File: config.mk
export PLATFORM = sky130hd
export DESIGN_NAME = dma_flit_fetcher
export DESIGN_NICKNAME = d
export VERILOG_FILES = /design/src/rtl/dma_flit_fetcher.sv
export SDC_FILE = /design/constraint.sdc
export NUM_CORES = 2
export LEC_CHECK = 0
export BUFFER_PORTS_ARGS = -buffer_cell sky130_fd_sc_hd__buf_2
export CORE_ASPECT_RATIO = 1.2
export CORE_UTILIZATION = 50
export DETAILED_ROUTE_END_ITERATION = 6
export GPL_ROUTABILITY_DRIVEN = 1
export HOLD_SLACK_MARGIN = 0.08
export PLACE_DENSITY = 0.68
export REMOVE_ABC_BUFFERS = 1
export SLEW_MARGIN = 20
export SYNTH_ARGS = -nofsm -noshare
export SYNTH_HDL_FRONTEND = slang
export SYNTH_SLANG_ARGS = --single-unit
File: constraint.sdc
create_clock -name clk -period 45.9 [get_ports clk]
set_input_delay 9.18 -clock clk [delete_from_list [all_inputs] [get_ports clk]]
set_output_delay 9.18 -clock clk [all_outputs]
set_load 0.05 [all_outputs]
File: src/rtl/dma_flit_fetcher.sv
// DMA flit fetcher: reads one command's worth of flits from the PDU ring
// buffer and streams them out with sop/eop framing. A credit check on
// reads in flight plus FIFO occupancy keeps the skid FIFO from overflowing.
//
// state | meaning
// IDLE  | waiting for dma_start
// FETCH | issuing ring-buffer reads under credit control
// DRAIN | all reads issued, emptying the FIFO until eop is accepted
// ZERO  | zero-length command, fixed delay before dma_done
module dma_flit_fetcher #(
  parameter int PDU_DEPTH     = 512,
  parameter int PDU_AWIDTH    = $clog2(PDU_DEPTH),
  parameter int APP_IDX_WIDTH = 8,
  parameter int FIFO_DEPTH    = 8,
  parameter int RD_LATENCY    = 2
) (
  input  logic                     clk,
  input  logic                     rst_n,
  input  logic                     dma_start,
  input  logic [PDU_AWIDTH-1:0]    dma_size,
  input  logic [PDU_AWIDTH-1:0]    dma_base_addr,
  input  logic [APP_IDX_WIDTH-1:0] dma_queue,
  output logic                     dma_done,
  output logic [PDU_AWIDTH-1:0]    rd_addr,
  output logic                     rd_en,
  input  logic                     rd_valid,
  input  logic [511:0]             rd_data,
  output logic [511:0]             out_data,
  output logic                     out_valid,
  input  logic                     out_ready,
  output logic                     out_sop,
  output logic                     out_eop,
  output logic [APP_IDX_WIDTH-1:0] out_queue,
  output logic                     busy,
  output logic                     err_start_busy
);

  localparam int FAW = $clog2(FIFO_DEPTH);
  localparam logic [FAW+1:0] CREDIT_MAX = (FAW+2)'(FIFO_DEPTH);

  // The credit scheme only covers a ring buffer whose latency is shorter
  // than the FIFO can absorb; anything else is a parameterisation error.
  if (RD_LATENCY < 1 || RD_LATENCY >= FIFO_DEPTH || FIFO_DEPTH < 4) begin : g_bad_params
    $error("dma_flit_fetcher: unsupported RD_LATENCY/FIFO_DEPTH");
  end

  typedef enum logic [1:0] {IDLE, FETCH, DRAIN, ZERO} state_t;

  state_t                   state, state_nxt;
  logic [PDU_AWIDTH-1:0]    size_r, base_r;
  logic [APP_IDX_WIDTH-1:0] queue_r;
  logic [PDU_AWIDTH:0]      issued, sent;
  logic [FAW:0]             inflight, fifo_count;
  logic [FAW-1:0]           wr_ptr, rd_ptr;
  logic [511:0]             fifo_mem [FIFO_DEPTH];
  logic                     zero_tmr;

  logic                     issue, done_nxt, push, pop, fifo_empty, last, credit_ok, accept;
  logic [PDU_AWIDTH-1:0]    issue_addr;

  assign fifo_empty = (fifo_count == '0);
  assign push       = rd_valid && (inflight != '0);
  assign pop        = !fifo_empty && out_ready;
  assign last       = (sent == ({1'b0, size_r} - (PDU_AWIDTH+1)'(1)));
  assign credit_ok  = (((FAW+2)'(inflight) + (FAW+2)'(fifo_count)) < CREDIT_MAX);
  assign accept     = (state == IDLE) && dma_start;

  // Outputs are forced to zero while the FIFO is empty so reset leaves every output low.
  assign out_valid = !fifo_empty;
  assign out_data  = fifo_empty ? '0 : fifo_mem[rd_ptr];
  assign out_sop   = !fifo_empty && (sent == '0);
  assign out_eop   = !fifo_empty && last;
  assign out_queue = queue_r;
  assign busy      = (state != IDLE);

  // State register.
  always_ff @(posedge clk or negedge rst_n) begin
    if (!rst_n) state <= IDLE;
    else        state <= state_nxt;
  end

  // Next state, read issue decision and completion pulse.
  always_comb begin
    state_nxt  = state;
    issue      = 1'b0;
    issue_addr = '0;
    done_nxt   = 1'b0;
    case (state)
      IDLE: begin
        if (dma_start) begin
          if (dma_size != '0) begin
            // First read goes out straight from IDLE so rd_en lands one cycle after start.
            issue      = 1'b1;
            issue_addr = dma_base_addr;
            state_nxt  = FETCH;
          end else begin
            state_nxt = ZERO;
          end
        end
      end
      FETCH: begin
        if (issued == {1'b0, size_r}) begin
          state_nxt = DRAIN;
        end else if (credit_ok) begin
          issue      = 1'b1;
          issue_addr = base_r + issued[PDU_AWIDTH-1:0];
        end
      end
      DRAIN: begin
        if (pop && last) begin
          done_nxt  = 1'b1;
          state_nxt = IDLE;
        end
      end
      ZERO: begin
        if (zero_tmr == 1'b0) begin
          done_nxt  = 1'b1;
          state_nxt = IDLE;
        end
      end
      default: state_nxt = IDLE;
    endcase
  end

  // Command latch, progress counters, registered read port and status flags.
  always_ff @(posedge clk or negedge rst_n) begin
    if (!rst_n) begin
      size_r         <= '0;
      base_r         <= '0;
      queue_r        <= '0;
      issued         <= '0;
      sent           <= '0;
      inflight       <= '0;
      zero_tmr       <= 1'b0;
      rd_en          <= 1'b0;
      rd_addr        <= '0;
      dma_done       <= 1'b0;
      err_start_busy <= 1'b0;
    end else begin
      rd_en    <= issue;
      dma_done <= done_nxt;
      if (issue) rd_addr <= issue_addr;
      if (dma_start && state != IDLE) err_start_busy <= 1'b1;

      if (accept) begin
        size_r   <= dma_size;
        base_r   <= dma_base_addr;
        queue_r  <= dma_queue;
        zero_tmr <= 1'b1;
        issued   <= issue ? (PDU_AWIDTH+1)'(1) : '0;
        sent     <= '0;
      end else begin
        if (issue) issued <= issued + (PDU_AWIDTH+1)'(1);
        if (pop)   sent   <= sent + (PDU_AWIDTH+1)'(1);
        if (state == ZERO && zero_tmr != 1'b0) zero_tmr <= zero_tmr - 1'b1;
      end

      case ({issue, push})
        2'b10:   inflight <= inflight + (FAW+1)'(1);
        2'b01:   inflight <= inflight - (FAW+1)'(1);
        default: inflight <= inflight;
      endcase
    end
  end

  // FIFO pointers and occupancy.
  always_ff @(posedge clk or negedge rst_n) begin
    if (!rst_n) begin
      wr_ptr     <= '0;
      rd_ptr     <= '0;
      fifo_count <= '0;
    end else begin
      if (push) wr_ptr <= wr_ptr + FAW'(1);
      if (pop)  rd_ptr <= rd_ptr + FAW'(1);
      case ({push, pop})
        2'b10:   fifo_count <= fifo_count + (FAW+1)'(1);
        2'b01:   fifo_count <= fifo_count - (FAW+1)'(1);
        default: fifo_count <= fifo_count;
      endcase
    end
  end

  // FIFO storage; contents are don't-care until written.
  always_ff @(posedge clk) begin
    if (push) fifo_mem[wr_ptr] <= rd_data;
  end

endmodule

# Word-level counts from Yosys, hierarchy flattened

Memory sizes are Yosys's and may differ from the RTL's.
Index checks and enable logic that the tools add are counted.

Bits in registers: 75
RAM bits: 4096
Bits of input ports: 543
Output and inout bits: 536
Logic and storage cells: 94
Memories kept: 1

Add/sub/neg operators: 12
$lt $le $gt $ge: 1
Equal/unequal tests: 13
Multiplexer cells: 31
Reduce and logical (&&, ||, !) cells: 21

Memory list:

| memory   | words | width | rd ports | clocked after Yosys merged registers in | wr ports | line | RTL |
|---|---|---|---|---|---|---|---|
| fifo_mem | 8     | 512   | 1        | 0                                       | 1        | 55   | `logic [511:0] fifo_mem [FIFO_DEPTH];` |

Operators by type and width:

| operator                                             | number |
|---|---|
| 2-to-1 mux 512 bit                                   | 1 |
| 2-to-1 mux 10 bit                                    | 4 |
| 2-to-1 mux 9 bit                                     | 4 |
| adder 10 x 1 -> 10 bit (second input constant)       | 2 |
| case mux 9 bit (2 select lines)                      | 1 |
| case mux 4 bit (2 select lines)                      | 2 |
| nonzero test 2 bit                                   | 6 |
| 2-to-1 mux 1 bit                                     | 11 |
| equality test 10 bit                                 | 1 |
| equality test 10 x 9 -> 1 bit                        | 1 |
| zero test 10 bit                                     | 1 |
| 2-to-1 mux 2 bit                                     | 5 |
| subtractor 9 x 1 -> 10 bit (second input constant)   | 1 |
| adder 9 bit                                          | 1 |
| nonzero test 9 bit                                   | 1 |
| adder 4 x 1 -> 4 bit (second input constant)         | 2 |
| equality test 2 bit (second input constant)          | 4 |
| logical AND 1 bit                                    | 8 |
| != test 2 bit (second input constant)                | 4 |
| case mux 2 bit (4 select lines)                      | 1 |
| subtractor 4 x 1 -> 4 bit (second input constant)    | 2 |
| adder 3 x 1 -> 3 bit (second input constant)         | 2 |
| equality test 2 x 1 -> 1 bit (second input constant) | 3 |
| adder 4 x 4 -> 5 bit                                 | 1 |
| other kinds (8)                                      | 9 |

# Longest topological paths before layout

Depth after elaboration: 7
Gate-level depth with buffers: 13
Gate-level depth less buffers: 12

# Least setup slack after synthesis

Ideal clock, no wire load.

Kind: input-to-reg
Start point: input port rd_valid
End point: memory fifo_mem[0][0], enable pin
Setup time: 2.015 ns
Data arrival time: 43.908 ns
Required time: 43.885 ns
Slack: -0.023 ns
Stages on the path: 4
Buffers on the path: 0
Cell sequence: o41ai_1 -> inv_2 -> nand2b_1 -> nor3_1

Longest elaborated chain between the ends: 3

Ends and longest elaborated chain:

| element                                | line | RTL |
|---|---|---|
| start: declaration                     | 26   | `input logic rd_valid,` |
| logical AND 1 bit                      | 62   | `assign push = rd_valid && (inflight != '0);` |
| via push                               | 58   | `logic issue, done_nxt, push, pop, fifo_empty, last, credit_ok, accept;` |
| 2-to-1 mux 1 bit                       | 185  | `if (push) fifo_mem[wr_ptr] <= rd_data;` |
| 2-to-1 mux 1 bit (implied by the code) | 185  |  |
| end: declaration                       | 55   |  |

The timed path passes the listed nets, and every way through them passes these cells.

# Worst setup path after layout

Start point: register rd_ptr[0]
End point: output port out_data[89]

Longest elaborated chain between the ends: 2

Ends and longest elaborated chain:

| element                  | line | RTL |
|---|---|---|
| start: declaration       | 54   | `logic [FAW-1:0] wr_ptr, rd_ptr;` |
| start signal: assignment | 174  | `if (pop) rd_ptr <= rd_ptr + FAW'(1);` |
| memory (8 x 512 bit)     | n/a  |  |
| 2-to-1 mux 512 bit       | 70   | `assign out_data = fifo_empty ? '0 : fifo_mem[rd_ptr];` |
| end: declaration         | 28   | `output logic [511:0] out_data,` |

Every way passes these cells.

==> metrics.txt <==
initial antenna violation count 178; I/O pins 1079; Post-CTS Resized 0; CP required 36720 ps; Tightest Pin Transition 1170 ps; Max-cap violations 0; CP Launch Type flip-flop; Max clock buf depth 4; Worst Path Class, Setup reg -> out; number of H-tree levels 5; Post-synth EDFFs 4096; vias 75200; synthesized instance count 6962; fin util 57.7%; crit share post-route 37.2%; CTS tree done; Final Cell Area 182000 um^2; Cells after DPL 12000; Iter 0 DRT Violations 7048; largest net degree at the start of global routing 145; sw frac 39.1%; commonest non-fill, non-tap cell in the layout edfxtp_1; critical path's most frequent cell buf_4; Final min period 17070 ps; Initial Utilization 50.3%; register bit total from synthesis 4171; hold_ws 452 ps; Nets 8782; clock share of power 23.7%; outcome finished clean; Synth Flop Type edfxtp_1; Sequential Power Share 36.7%; most frequent cells in the layout edfxtp_1, buf_2, mux4_2, nor2_1, mux2i_1; global-route wire length before repair 525000 um; upper clock frequency limit 58.6 MHz; Internal Power 8.22 mW; cell chain of the critical path buf_4 > buf_4 > buf_4 > buf_4 > buf_6 > buf_4 > mux4_2 > mux2i_1 > nor2_1 > buf_2; DR pass1 iterations 6; placement-stage cell area 169000 um^2; Final Hold Viols 0; Slew Limit Fails 0; Finished Layout Cells 12800; Leak 61.0 nW; Pwr Density 74.1 nW/um^2; Clock Skew 56.6 ps; area delta synth->final 14.8%; Clk pin slew, worst setup/hold paths 60 ps; wire per inst 28.2 um; share of layout cells above drive strength 1 32.7%; Hold Path Class reg -> reg; Post-Syn Area 159000 um^2; Post-synth ARST share 1.80%; placer congestion estimate 0.787; setup TNS 0 ps; core area 316000 um^2; CTS Buf Count 397; clock tree root buffer cell clkbuf_16; Final setup violation count 0; Die Y 619 um; Ys Warns 0; Worst Slack Setup Final 28830 ps; Die X-Extent 516 um; row count 226; VDD IR max 0.0703 mV; worst skew pair latency 920 ps; Detail Route Antenna Nets 0; largest fanout on the critical path 51; hold buffers post-CTS 0; CP max stage cell dfrtp_4; via count of the first global-routing pass 76900; die footprint 320000 um^2; CTS Sinks 4171; drt total wl 363000 um; Global Route Usage Sum 22.3%; port bufs 1078; post-place setup slack 29210 ps; Setup Fix Bufs, Post-CTS 0; DP HPWL 208000 um; CP max stage delay 970 ps; combinational cell fraction of total power 39.6%; Net Switching 5.28 mW; Worst setup EP type output port; Avg Cell Area, Syn 22.8 um^2; Cell variety after synth 58; Rel. slew slack 22.0%; GRT Residual Overflow 0; unrepaired setup endpoints after global routing no; register area share after synthesis 78.7%; Pwr Total 13.5 mW; Critical Path AT 7890 ps; vias per cell 5.85; DRC 0
==> power by group through the flow <==
stage               Clock, mW  Combinational [mW]  Sequential [mW]
finish                   3.19                5.35             4.95
global placement            0                5.39             5.00
global route             3.38                5.63             4.99
floorplan                   0                7.07             5.95
detailed placement          0                5.41             5.04
CTS                      3.25                5.43             4.96
==> logic make-up (layout without fill, tap and decap cells) <==
family | count (synthesis) | count (layout) | share of synthesized area [%]
compound gates | 67 | 67 | 0.282
flops | 4171 | 4171 | 78.7
other cells | 0 | 89 | 0
fa+ha+maj | 25 | 25 | 0.206
buf+inv | 382 | 1962 | 0.957
mux | 1541 | 1541 | 17.8
xor+xnor | 53 | 53 | 0.292
simple gates | 723 | 723 | 1.82
==> layer usage <==
layer	global-route usage (%)	share of wire, %
met5	0	0.19
met4	7.36	3.4
met3	5.93	8.5
met2	36.2	49
met1	29.5	39
==> state kept, by name (all words and copies together) (netlist names) <==
register        count
base_r              9
dma_done            1
err_start_busy      1
fifo_count          4
fifo_mem         4096
inflight            4
issued             10
out_queue           8
rd_addr             9
rd_en               1
rd_ptr              3
sent               10
size_r              9
state               2
wr_ptr              3
zero_tmr            1
==> final timing paths <==
kind / endpoint / slack (ps) / start / depth (start not counted)
worst max-delay path: out_data[89] / 28830 / rd_ptr[0] / 10
worst min register to register: err_start_busy / 450 / err_start_busy / 1
worst max register to register: fifo_mem[7][129] / 40450 / inflight[1] / 9
min in group asynchronous: out_queue[0] / 8090 / rst_n / 1
max in group asynchronous: rd_ptr[2] / 36550 / rst_n / 2
worst min-delay path: err_start_busy / 450 / err_start_busy / 1
==> area by class of cell <==
cell class / count / area [um^2]
fillers: 22700 / 134000
flip-flops and latches: 4171 / 125000
multi-input cells: 2409 / 32400
clock buffers: 509 / 10500
repair buffers: 1216 / 6670
well taps: 4218 / 5280
clock inverters: 218 / 2160
diodes: 89 / 223
inverters: 19 / 71.3
==> cells in the mapped netlist (all sizes together) (3+ instances only) <==
master   number  area [um^2]
a21oi        11         55.1
a221o         3         30.0
a22oi         6         45.0
a31oi         3         18.8
and2          4         25.0
buf         199          832
clkbuf      164          616
dfrtp        75         1880
edfxtp     4096       123000
ha           23          288
inv          19         71.3
mux2i       515         5150
mux4       1024        23100
nand2       103          387
nand2b        8         50.1
nand3         5         25.0
nand3b        4         30.0
nand4         5         31.3
nor2        555         2090
nor2b         5         31.3
nor3         12         65.1
nor4          6         37.5
o2111ai       5         43.8
o211ai        4         30.0
o21ai        20          100
o41ai         3         26.3
xnor2        23          201
xor2         30          263
==> worst max-delay path: cells and delay by family, from the launching register on <==
| family | cells | cell delay [ps] |
|---|---|---|
| buf+inv | 7 | 4620 |
| flops | 1 | 970 |
| mux | 2 | 870 |
| simple gates | 1 | 120 |
Note: power is estimated with default switching activity, not from simulation.
